$ cat src/rtl/led_schedule_dimmer.sv
`default_nettype none
// ============================================================================
// Module      : led_schedule_dimmer
// Description : Time-of-day LED dimmer. The hour is mapped to a brightness
//               band (night / dawn / day / dusk). Each band has a target
//               level and a channel mask. The output level fades one step
//               per fade tick toward the target. A manual override can
//               replace the schedule. The LED channels are driven by a
//               registered PWM comparator.
// Revision    : 1.0 - initial release
// ============================================================================
module led_schedule_dimmer #(
    parameter int N_LEDS      = 16,
    parameter int PWM_BITS    = 8,
    parameter int FADE_DIV    = 100000,
    parameter int DAY_LEVEL   = 255,
    parameter int TWI_LEVEL   = 128,
    parameter int NIGHT_LEVEL = 16
) (
    input  logic                i_clk,
    input  logic                i_rst,
    input  logic [4:0]          i_hours,
    input  logic                i_time_valid,
    input  logic                i_override,
    input  logic [PWM_BITS-1:0] i_override_level,
    output logic [N_LEDS-1:0]   o_leds,
    output logic [PWM_BITS-1:0] o_level,
    output logic                o_fading,
    output logic                o_hour_err
);

    localparam int                C_FD_W      = (FADE_DIV > 2) ? $clog2(FADE_DIV) : 1;
    localparam logic [C_FD_W-1:0] C_FD_LAST   = C_FD_W'(FADE_DIV - 1);
    localparam logic [PWM_BITS-1:0] C_LMAX    = {PWM_BITS{1'b1}};
    localparam logic [PWM_BITS-1:0] C_DAY     = PWM_BITS'(DAY_LEVEL);
    localparam logic [PWM_BITS-1:0] C_TWI     = PWM_BITS'(TWI_LEVEL);
    localparam logic [PWM_BITS-1:0] C_NIGHT   = PWM_BITS'(NIGHT_LEVEL);
    localparam logic [N_LEDS-1:0]   C_MASK_ALL  = {N_LEDS{1'b1}};
    localparam logic [N_LEDS-1:0]   C_MASK_HALF = C_MASK_ALL >> (N_LEDS - N_LEDS / 2);
    localparam logic [N_LEDS-1:0]   C_MASK_QTR  = C_MASK_ALL >> (N_LEDS - N_LEDS / 4);

    typedef enum logic [1:0] {
        S_IDLE = 2'd0,
        S_UP   = 2'd1,
        S_DOWN = 2'd2
    } state_t;

    state_t                r_state;
    state_t                w_state_next;
    logic [PWM_BITS-1:0]   r_sched_target;
    logic [N_LEDS-1:0]     r_sched_mask;
    logic                  r_hour_err;
    logic [PWM_BITS-1:0]   w_band_target;
    logic [N_LEDS-1:0]     w_band_mask;
    logic [PWM_BITS-1:0]   w_target;
    logic [N_LEDS-1:0]     w_mask;
    logic [C_FD_W-1:0]     r_fade_cnt;
    logic                  w_tick;
    logic [PWM_BITS-1:0]   r_level;
    logic [PWM_BITS-1:0]   r_pwm_cnt;
    logic [N_LEDS-1:0]     r_leds;

    // Hour-to-band lookup: target level and channel mask for a valid hour.
    always_comb begin
        w_band_target = C_NIGHT;
        w_band_mask   = C_MASK_QTR;
        if (i_hours >= 5'd6 && i_hours <= 5'd7) begin
            w_band_target = C_TWI;
            w_band_mask   = C_MASK_HALF;
        end else if (i_hours >= 5'd8 && i_hours <= 5'd17) begin
            w_band_target = C_DAY;
            w_band_mask   = C_MASK_ALL;
        end else if (i_hours >= 5'd18 && i_hours <= 5'd21) begin
            w_band_target = C_TWI;
            w_band_mask   = C_MASK_HALF;
        end
    end

    // Schedule registers: capture band settings on each valid hour, hold otherwise.
    always_ff @(posedge i_clk) begin
        if (i_rst) begin
            r_sched_target <= '0;
            r_sched_mask   <= '0;
            r_hour_err     <= 1'b0;
        end else if (i_time_valid) begin
            if (i_hours > 5'd23) begin
                r_sched_target <= '0;
                r_sched_mask   <= '0;
                r_hour_err     <= 1'b1;
            end else begin
                r_sched_target <= w_band_target;
                r_sched_mask   <= w_band_mask;
                r_hour_err     <= 1'b0;
            end
        end
    end

    // Override takes effect immediately; releasing it falls back to the held schedule.
    assign w_target = i_override ? i_override_level : r_sched_target;
    assign w_mask   = i_override ? C_MASK_ALL : r_sched_mask;

    // Fade prescaler: one tick every FADE_DIV cycles.
    always_ff @(posedge i_clk) begin
        if (i_rst) begin
            r_fade_cnt <= '0;
        end else if (r_fade_cnt == C_FD_LAST) begin
            r_fade_cnt <= '0;
        end else begin
            r_fade_cnt <= r_fade_cnt + 1'b1;
        end
    end

    assign w_tick = (r_fade_cnt == C_FD_LAST);

    // Fade direction state register.
    always_ff @(posedge i_clk) begin
        if (i_rst) begin
            r_state <= S_IDLE;
        end else begin
            r_state <= w_state_next;
        end
    end

    // Direction is re-evaluated every cycle from the current level and target.
    always_comb begin
        w_state_next = S_IDLE;
        if (r_level < w_target) begin
            w_state_next = S_UP;
        end else if (r_level > w_target) begin
            w_state_next = S_DOWN;
        end
    end

    // Level stepping. The live comparison guards against a stale direction
    // for the single cycle after a target change, so the level never overshoots.
    always_ff @(posedge i_clk) begin
        if (i_rst) begin
            r_level <= '0;
        end else if (w_tick) begin
            if (r_state == S_UP && r_level < w_target && r_level != C_LMAX) begin
                r_level <= r_level + 1'b1;
            end else if (r_state == S_DOWN && r_level > w_target && r_level != '0) begin
                r_level <= r_level - 1'b1;
            end
        end
    end

    // Free-running PWM period counter, wraps naturally at LMAX.
    always_ff @(posedge i_clk) begin
        if (i_rst) begin
            r_pwm_cnt <= '0;
        end else begin
            r_pwm_cnt <= r_pwm_cnt + 1'b1;
        end
    end

    // Registered PWM drive; full brightness is held solidly on.
    always_ff @(posedge i_clk) begin
        if (i_rst) begin
            r_leds <= '0;
        end else if ((r_level == C_LMAX) || (r_pwm_cnt < r_level)) begin
            r_leds <= w_mask;
        end else begin
            r_leds <= '0;
        end
    end

    assign o_leds     = r_leds;
    assign o_level    = r_level;
    assign o_fading   = (r_state != S_IDLE);
    assign o_hour_err = r_hour_err;

endmodule
`default_nettype wire

$ cat config.mk
export PLATFORM = sky130hd
export DESIGN_NAME = led_schedule_dimmer
export DESIGN_NICKNAME = d
export VERILOG_FILES = /design/src/rtl/led_schedule_dimmer.sv
export SDC_FILE = /design/constraint.sdc
export NUM_CORES = 1
export LEC_CHECK = 0
export BUFFER_PORTS_ARGS = -buffer_cell sky130_fd_sc_hd__buf_4
export CAP_MARGIN = 10
export CELL_PAD_IN_SITES_DETAIL_PLACEMENT = 1
export CELL_PAD_IN_SITES_GLOBAL_PLACEMENT = 1
export CORE_MARGIN = 2
export CORE_UTILIZATION = 42
export DETAILED_ROUTE_END_ITERATION = 16
export PLACE_DENSITY_LB_ADDON = 0.2
export RECOVER_POWER = 25
export SYNTH_ARGS = -nofsm -noshare
export SYNTH_HDL_FRONTEND = slang
export SYNTH_SLANG_ARGS = --single-unit
$ cat constraint.sdc
create_clock -name i_clk -period 5.31 [get_ports i_clk]
set_input_delay 1.062 -clock i_clk [delete_from_list [all_inputs] [get_ports i_clk]]
set_output_delay 1.062 -clock i_clk [all_outputs]
set_load 0.05 [all_outputs]
==> impl_metrics.py, run 1 <==
metrics = {
    "status": {
        "status": "finished clean",
    },
    "synth": {
        "synth_most_common_cell": "dfxtp_1",
        "synth_edf_count": 0,
        "ys.flop_type": "dfxtp_1",
        "yosys-top-cells-count": "43 x dfxtp_1, 40 x nor2_1, 27 x a21oi_1, 24 x ha_1, 22 x nand3_1",
        "ys_warn_count": 0,
        "ys_types": 46,
        "synth-seq-area-share_pct": 32.4,
        "ys_ff_latch": 43,
        "yosysTopAreaCell": "dfxtp_1",
        "synth_area_um2": 2660,
        "synth_area_leaders": "dfxtp_1 32%, ha_1 11%, nor2_1 5.6%, a21oi_1 5.1%, xor2_1 4.6%",
        "syn_nets": 355,
        "postSynthCellCount": 313,
        "syn_area_per_cell_um2": 8.49,
        "synth_top_area_share_pct": 32.4,
        "async_flop_share_pct": 0,
    },
    "detailed_routing": {
        "wl_per_cell_um": 14.9,
        "drt_iter0_markers": 124,
        "wl_met3_um": 223,
        "routed_wirelength_um": 6200,
        "ant_nets": 0,
        "met1_length_um": 2930,
        "drc": 0,
        "via_count": 2281,
        "top_layer": "met4",
        "vias_per_cell": 5.48,
        "dr.pass1.iters": 4,
        "dr_wl_met2_um": 2930,
    },
    "place": {
        "place_hpwl_um": 4630,
        "portBuffers": 41,
        "routabilityCongestion": 0.743,
        "placed_area_um2": 2940,
        "dp_cells": 408,
        "post-place-ws_ns": 0.662,
    },
    "clocking": {
        "cts_tree": "yes",
        "numCtsBuffers": 5,
        "cts_max_level": 2,
        "cts_resized": 0,
        "clock_latency_ns": 0.30,
        "cts_num_sinks": 43,
        "holdBufCountCts": 0,
        "cts.clk_slew.worst_paths_ns": 0.09,
        "post-cts-setup-buffer-count": 0,
        "clk_path_buf_depth": 2,
        "cts_root_buf": "clkbuf_8",
    },
    "setup_path": {
        "r2r_slack_ns": 1.53,
        "crit_chain": "buf_4 > nor2b_1 > a21oi_1 > ha_1 > a21o_1 > a21oi_1 > buf_4 > nand3_1 > nor2_1 > inv_1 > ha_1 > a21oi_1 > o211ai_1 > o41a_1 > a21o_1 > a22oi_2 > mux2_1",
        "critPathMaxStageDelay_ns": 0.37,
        "worst-endpoint-arrival_ns": 4.50,
        "critPathLaunchType": "primary input",
        "critical_path.most_common_cell": "a21oi_1",
        "crit_slowest_cell": "o41a_1",
        "r2r-start": "r_sched_target[6]$_SDFFE_PP0P_",
        "cp.required_ns": 5.50,
        "cpLargestDelayFamily": "compound AO/OA/AOI/OAI gates",
        "cp_num_buf_inv": 3,
        "path_class": "in -> reg",
        "reg2regPathDepth": 16,
        "critPathCaptureType": "register",
        "path_max_fanout": 12,
        "r2r-end": "o_level[7]$_SDFFE_PP0P_",
    },
    "cells_and_area": {
        "final_util_pct": 49.9,
        "final_design_area_no_fill_um2": 3010,
        "drive_above_1_share_pct": 15.5,
        "num_antenna_cells": 0,
        "area_growth_pct": 13.0,
        "fin_nets": 382,
        "fillers": 750,
        "stdcell_count": 416,
    },
    "power_and_ir_drop": {
        "internal_power_mw": 0.467,
        "switchingPower_mw": 0.200,
        "power_density_nw_per_um2": 222,
        "leakagePower_nw": 1.28,
        "p_sw_share_pct": 30.0,
        "pwr-share-clk_pct": 31.2,
        "total_power_mw": 0.667,
        "p_comb_share_pct": 18.1,
        "ir_drop_mv": 0.144,
        "seq_power_share_pct": 50.7,
    },
    "floorplanning": {
        "num_rows": 28,
        "die_w_um": 83.6,
        "core_area_um2": 6030,
        "initial_core_util_pct": 44.1,
        "die_h_um": 83.6,
        "ios": 43,
        "dieArea_um2": 6980,
    },
    "sta": {
        "rsz0062_at_grt": "no",
        "hold_violations": 0,
        "worst_pin_slew_ns": 1.30,
        "tns_ns": 0,
        "drv_slew": 0,
        "final.setup_skew_ns": 0.00439,
        "fin_crit_sh_pct": 81.2,
        "max_freq_mhz": 232,
        "timing.final.ws_setup_ns": 0.996,
        "min_period_ns": 4.31,
        "slew_headroom_pct": 13.1,
        "setup_viol": 0,
        "fin_hold_ws_ns": 0.459,
    },
    "hold_path": {
        "holdCritStartpoint": "r_fade_cnt[0]$_SDFF_PP0_",
        "hp-class": "reg -> reg",
        "holdPathStages": 1,
        "worst_hold_path.endpoint": "r_fade_cnt[0]$_SDFF_PP0_",
    },
    "global_routing": {
        "grt_pass1_wl_um": 10900,
        "grt_pass1_vias": 2319,
        "grt_util_all_layers_pct": 18.9,
        "grt-ovfl-total": 0,
        "antenna_found_initial": 0,
        "grt_max_degree": 30,
    },
    "job": {
        "max_cap_violations": 0,
    },
}
==> power groups by stage <==
stage          clock [mW]  sequential (mW)  combinational, mW
2_1_floorplan           0            0.350             0.0888
3_3_place_gp            0            0.345              0.120
3_5_place_dp            0            0.346              0.122
4_1_cts             0.215            0.338              0.123
5_1_grt             0.229            0.340              0.133
6_report            0.208            0.338              0.121
==> flip-flops by register name (all words and copies together), names as in the netlist <==
signal	count
o_leds	3
r_pwm_cnt	8
o_level	8
r_state	2
r_sched_target	2
o_hour_err	1
r_fade_cnt	17
r_sched_mask	2
==> how the worst max path moves through the flow <==
stage	startpoint	to	slack (ns)	cells after the start
2_1_floorplan	i_override	o_level[7]$_SDFFE_PP0P_	0.80	16
3_3_place_gp	i_override	o_level[7]$_SDFFE_PP0P_	0.71	17
3_5_place_dp	i_override	o_level[7]$_SDFFE_PP0P_	0.66	17
4_1_cts	i_override	o_level[7]$_SDFFE_PP0P_	0.97	17
5_1_grt	i_override	o_level[7]$_SDFFE_PP0P_	0.69	17
6_report	i_override	o_level[7]$_SDFFE_PP0P_	1.0	17
==> layer usage <==
metal / track usage (%) / vias up
li1: - / 1141
met1: 25.4 / 1090
met2: 31.0 / 41
met3: 3.56 / 9
met4: 5.57 / 0
met5: 0 / -
==> cell families (layout without fill, tap and decap cells) <==
logic type / count (synthesis) / after routing / share of synthesized area, %
simple gates: 114 / 114 / 22.6
compound gates: 62 / 62 / 15.6
flops: 43 / 43 / 32.4
buf+inv: 40 / 68 / 7.53
fa+ha+maj: 25 / 25 / 12.0
xor+xnor: 24 / 24 / 7.91
mux: 5 / 5 / 1.93
==> area by class of cell <==
| class | instances | area [µm²] | share of cell area [%] |
|---|---|---|---|
| well taps | 75 | 93.8 | 3.12 |
| clock buffers | 6 | 72.6 | 2.41 |
| inverters | 18 | 67.6 | 2.25 |
| multi-input cells | 230 | 1600 | 53.2 |
| clock inverters | 2 | 12.5 | 0.416 |
| flip-flops and latches | 43 | 861 | 28.6 |
| repair buffers | 42 | 300 | 9.99 |
==> placed cells by master (no fill, tap or decap), drive strengths merged, types with 3 or more instances in the layout <==
| cell | count |
|---|---|
| a2111oi | 4 |
| a21o | 8 |
| a21oi | 27 |
| and3 | 5 |
| buf | 38 |
| clkbuf | 10 |
| dfxtp | 43 |
| ha | 24 |
| inv | 18 |
| mux2i | 4 |
| nand2 | 13 |
| nand2b | 4 |
| nand3 | 22 |
| nand4 | 5 |
| nor2 | 40 |
| nor2b | 6 |
| nor3 | 3 |
| nor4 | 3 |
| o21ai | 9 |
| or3 | 3 |
| or4 | 3 |
| xnor2 | 10 |
| xor2 | 14 |
(Power assumes the default switching activity.)
==> run 2: changes to the inputs <==
Settings changed: CORE_UTILIZATION 42 to 38.
Clock period 5.31 ns to 3.6 ns, I/O delays scaled along.
==> impl_metrics.py, run 2 (synthesis results as in run 1) <==
metrics = {
    "cells_and_area": {
        "fillers": 799,
        "final_cell_mix": "62 x buf_4, 43 x dfxtp_1, 39 x nor2_1",
        "final_common_cell": "buf_4",
        "drive_above_1_share_pct": 26.3,
        "stdcell_count": 461,
        "largest-register": "r_fade_cnt",
        "largest_register_ff_count": 17,
        "area_growth_pct": 26.8,
        "final_util_pct": 49.6,
        "num_antenna_cells": 0,
        "fin_nets": 406,
    },
    "floorplanning": {
        "ios": 43,
        "initial_core_util_pct": 39.1,
        "dieArea_um2": 7680,
        "die_w_um": 87.6,
        "die_h_um": 87.6,
        "core_area_um2": 6790,
        "num_rows": 30,
    },
    "detailed_routing": {
        "top_layer": "met4",
        "via_count": 2439,
        "met1_length_um": 3140,
        "routed_wirelength_um": 7150,
        "wl_met3_um": 185,
        "drc": 0,
        "drt_iter0_markers": 91,
        "dr.pass1.iters": 6,
        "ant_nets": 0,
        "dr_wl_met2_um": 3700,
        "wl_per_cell_um": 15.5,
        "vias_per_cell": 5.29,
    },
    "setup_path": {
        "critPathCaptureType": "register",
        "reg2regPathDepth": 15,
        "r2r-end": "o_level[7]$_SDFFE_PP0P_",
        "r2r-start": "r_sched_target[6]$_SDFFE_PP0P_",
        "r2r_slack_ns": 0.16,
        "path_max_fanout": 6,
        "critPathLaunchType": "primary input",
        "worst-endpoint-arrival_ns": 3.75,
        "cp.required_ns": 3.79,
        "path_class": "in -> reg",
    },
    "power_and_ir_drop": {
        "ir_drop_mv": 0.212,
        "total_power_mw": 1.10,
        "power_density_nw_per_um2": 326,
        "leakagePower_nw": 1.43,
    },
    "global_routing": {
        "grt_max_degree": 30,
        "grt-ovfl-total": 0,
        "grt_util_all_layers_pct": 19.4,
        "antenna_found_initial": 0,
        "grt_pass1_wl_um": 11600,
        "grt_pass1_vias": 2526,
    },
    "hold_path": {
        "holdCritStartpoint": "r_fade_cnt[0]$_SDFF_PP0_",
        "holdPathStages": 1,
        "worst_hold_path.endpoint": "r_fade_cnt[0]$_SDFF_PP0_",
        "hp-class": "reg -> reg",
    },
    "sta": {
        "timing.final.ws_setup_ns": 0.0491,
        "setup_viol": 0,
        "fin_hold_ws_ns": 0.448,
        "rsz0062_at_grt": "yes",
        "max_freq_mhz": 282,
        "min_period_ns": 3.55,
        "final.setup_skew_ns": 0.00330,
        "slew_headroom_pct": 54.8,
        "worst_pin_slew_ns": 0.672,
        "drv_slew": 0,
        "hold_violations": 0,
        "fin_crit_sh_pct": 98.6,
    },
    "place": {
        "post-place-ws_ns": -0.329,
        "portBuffers": 41,
        "place_hpwl_um": 5460,
        "routabilityCongestion": 0.788,
        "dp_cells": 452,
    },
    "clocking": {
        "cts_num_sinks": 43,
        "cts.clk_slew.worst_paths_ns": 0.09,
        "cts_tree": "yes",
        "numCtsBuffers": 5,
        "cts_root_buf": "clkbuf_8",
        "clk_path_buf_depth": 2,
        "clock_latency_ns": 0.30,
        "holdBufCountCts": 0,
        "cts_max_level": 2,
    },
    "job": {
        "max_cap_violations": 0,
    },
    "status": {
        "status": "finished clean",
    },
}
-- run 2: cell count changes in the layout (fill, tap and decap cells not counted), moves of 2 or more --
cell     previous run  this run
buf_4              38        62
a21oi_1            27        21
ha_1               24        19
ha_4                0         5
a21oi_2             0         4
a21oi_4             0         2
-- run 2: final cells by class --
type	instances	area [µm²]	share of cell area, %
multi-input combinational	230	1730	51.2
sequential	43	861	25.5
timing repair buffer	66	480	14.2
tap	96	120	3.56
inverter	18	70.1	2.08
clock buffer	5	68.8	2.04
clock inverter	3	43.8	1.30
-- run 2: per-layer routing --
| metal | up-vias | GRT usage (%) |
|---|---|---|
| met2 | 39 | 35.7 |
| met1 | 1198 | 22.7 |
| li1 | 1191 | - |
| met5 | - | 0 |
| met3 | 11 | 4.24 |
| met4 | 0 | 5.31 |
-- run 2: report_power, final --
| part | total, mW | internal [mW] | switching (mW) | leakage, nW |
|---|---|---|---|---|
| clock network | 0.389 | 0.207 | 0.182 | 0.0581 |
| registers | 0.500 | 0.488 | 0.0122 | 0.349 |
| logic | 0.210 | 0.0849 | 0.125 | 1.02 |
| total | 1.10 | 0.780 | 0.319 | 1.43 |
-- run 2: worst max-delay path by stage --
stage / from / end / slack [ns] / cells past startpoint
after floorplan: i_override / o_level[7]$_SDFFE_PP0P_ / 0.009 / 16
after global placement: i_override / o_level[7]$_SDFFE_PP0P_ / -0.19 / 16
after detailed placement: i_override / o_level[7]$_SDFFE_PP0P_ / -0.33 / 16
after CTS: i_override / o_level[7]$_SDFFE_PP0P_ / 0.03 / 16
after global routing: i_override / o_level[7]$_SDFFE_PP0P_ / -0.05 / 16
final: i_override / o_level[7]$_SDFFE_PP0P_ / 0.05 / 16
-- run 2: worst max-delay path, cell delays in order --
cell	delay [ns]
buf_4	0.14
nor2b_4	0.20
a21oi_2	0.06
ha_1	0.32
a21o_1	0.18
a21oi_2	0.17
a21oi_2	0.10
nor2_2	0.19
inv_4	0.11
ha_4	0.23
a21oi_4	0.13
o211ai_1	0.11
o41a_1	0.36
a21o_1	0.19
a22oi_2	0.21
mux2_4	0.32
-- run 2: timing repair --
action                                  4_1_cts  5_1_grt
setup buffers                                 0        1
endpoints found under the setup margin        1        2
hold endpoints to repair                      0        0
pin swaps                                     0        3
resized for setup                             1        9
-- run 2: through the flow --
| stage | setup TNS, ns | area (µm²) |
|---|---|---|
| floorplan | 0 | 2750 |
| global placement | -0.198 | 3210 |
| detailed placement | -0.503 | 3210 |
| CTS | 0 | 3330 |
| global route | -0.0912 | 3370 |
| finish | 0 | 3370 |
==> run 3: changes to the inputs <==
Settings changed: CELL_PAD_IN_SITES_DETAIL_PLACEMENT 1 to default, CELL_PAD_IN_SITES_GLOBAL_PLACEMENT 1 to default, CORE_UTILIZATION 38 to 45.
==> impl_metrics.py, run 3 (synthesis results as in run 1) <==
metrics = {
    "detailed_routing": {
        "ant_nets": 0,
        "drt_iter0_markers": 155,
        "vias_per_cell": 5.31,
        "wl_per_cell_um": 13.5,
        "drc": 0,
        "via_count": 2310,
        "dr.pass1.iters": 4,
        "routed_wirelength_um": 5890,
    },
    "sta": {
        "setup_viol": 0,
        "drv_slew": 0,
        "tns_ns": 0,
        "hold_violations": 0,
        "min_period_ns": 3.43,
        "rsz0062_at_grt": "no",
        "slew_headroom_pct": 59.5,
        "final.setup_skew_ns": 0.00630,
        "worst_pin_slew_ns": 0.603,
        "fin_crit_sh_pct": 95.3,
        "max_freq_mhz": 292,
    },
    "setup_path": {
        "worst-endpoint-arrival_ns": 3.62,
        "critPathCaptureType": "register",
        "path_class": "in -> reg",
        "r2r_slack_ns": 0.31,
        "path_max_fanout": 9,
        "critPathLaunchType": "primary input",
        "crit_path_end": "o_level[7]$_SDFFE_PP0P_",
        "r2r-start": "r_sched_target[6]$_SDFFE_PP0P_",
        "reg2regPathDepth": 15,
        "cp.required_ns": 3.79,
        "startpoint": "i_override",
        "r2r-end": "o_level[7]$_SDFFE_PP0P_",
    },
    "cells_and_area": {
        "final_common_cell": "buf_4",
        "largest-register": "r_fade_cnt",
        "fin_nets": 404,
        "num_antenna_cells": 0,
        "drive_above_1_share_pct": 24.8,
        "fillers": 520,
        "final_cell_mix": "60 x buf_4, 43 x dfxtp_1, 39 x nor2_1",
        "largest_register_ff_count": 17,
        "multi_input_area_um2": 1710,
        "area_growth_pct": 25.1,
        "seq_area_um2": 861,
    },
    "place": {
        "place_hpwl_um": 4450,
        "portBuffers": 41,
        "routabilityCongestion": 0.785,
    },
    "clocking": {
        "numCtsBuffers": 5,
        "clock_latency_ns": 0.29,
        "cts.clk_slew.worst_paths_ns": 0.08,
        "cts_root_buf": "clkbuf_8",
        "holdBufCountCts": 0,
        "cts_max_level": 2,
        "clk_path_buf_depth": 2,
        "cts_num_sinks": 43,
        "cts_tree": "yes",
    },
    "power_and_ir_drop": {
        "leakagePower_nw": 1.43,
        "total_power_mw": 1.15,
        "power_density_nw_per_um2": 345,
        "ir_drop_mv": 0.178,
    },
    "status": {
        "status": "finished clean",
    },
    "global_routing": {
        "grt_max_degree": 30,
        "grt-ovfl-total": 0,
        "grt_util_all_layers_pct": 19.3,
        "grt_pass1_vias": 2130,
        "grt_pass1_wl_um": 9850,
        "antenna_found_initial": 0,
    },
    "floorplanning": {
        "num_rows": 27,
        "die_w_um": 80.9,
        "dieArea_um2": 6540,
        "core_area_um2": 5610,
        "initial_core_util_pct": 47.4,
        "die_h_um": 80.9,
        "ios": 43,
    },
    "job": {
        "max_cap_violations": 0,
    },
    "hold_path": {
        "hp-class": "reg -> reg",
    },
}
-- run 3: changes by cell type in the layout (fill, tap and decap cells not counted), sizes merged --
cell / delta
buf: -2
bufinv: +1
clkbuf: +1
clkinv: -2
-- run 3: critical path, cell delays in order --
cell and delay [ns]:
buf_4 0.15, nor2b_4 0.17, a21oi_1 0.07, ha_1 0.30, nor2b_2 0.17, o2111ai_2 0.21
a21oi_2 0.10, nor2_2 0.13, inv_4 0.09, ha_4 0.23, a21oi_4 0.13, o211ai_1 0.13
o41a_1 0.36, a21o_1 0.18, a22oi_2 0.15, mux2_1 0.33
-- run 3: how the worst min path moves through the flow --
stage                                  start                        to  slack (ns)  depth (start not counted)
global placement    r_fade_cnt[0]$_SDFF_PP0_  r_fade_cnt[0]$_SDFF_PP0_        0.43                          1
detailed placement   r_pwm_cnt[0]$_SDFF_PP0_   r_pwm_cnt[0]$_SDFF_PP0_        0.44                          1
finish              r_fade_cnt[0]$_SDFF_PP0_  r_fade_cnt[0]$_SDFF_PP0_        0.45                          1
CTS                 r_fade_cnt[0]$_SDFF_PP0_  r_fade_cnt[0]$_SDFF_PP0_        0.46                          1
floorplan           r_fade_cnt[0]$_SDFF_PP0_  r_fade_cnt[0]$_SDFF_PP0_        0.42                          1
global route        r_fade_cnt[0]$_SDFF_PP0_  r_fade_cnt[0]$_SDFF_PP0_        0.47                          1
-- run 3: report_power, final --
part           internal, mW  switching [mW]
Sequential            0.488          0.0118
Clock                 0.277           0.165
Combinational        0.0848           0.121
-- run 3: stage by stage --
step / setup WS [ns] / utilization (%) / hold WS [ns] / instances / instance area, µm²
finish: 0.171 / 59.3 / 0.454 / 435 / 3330
detailed placement: -0.259 / 56.5 / 0.444 / 426 / 3170
global placement: -0.178 / 56.5 / 0.434 / 426 / 3170
global route: 0.00461 / 59.3 / 0.470 / 435 / 3330
floorplan: 0.00886 / - / 0.418 / 313 / 2750
CTS: 0.0522 / 58.9 / 0.459 / 434 / 3300
-- run 3: timing repair --
action                     CTS  global route
resized for setup            0             7
setup buffers                0             1
setup endpoints to repair    0             1
-- run 3: final cells by class --
cell class | instances | area share, %
repair buffers | 64 | 14.0
clock inverters | 2 | 1.81
multi-input cells | 230 | 51.3
flip-flops and latches | 43 | 25.9
clock buffers | 6 | 2.18
well taps | 72 | 2.71
inverters | 18 | 2.11
-- run 3: per-layer routing --
layer  vias up  part of all wire (%)  wire (µm)  global-route usage, %
met5         -                     0          0                      0
met4         0                  0.53         31                   3.56
met1      1070                    51       3000                   26.8
li1       1192                     -          -                      -
met3         4                   3.9        230                   4.00
met2        44                    44       2620                   31.2
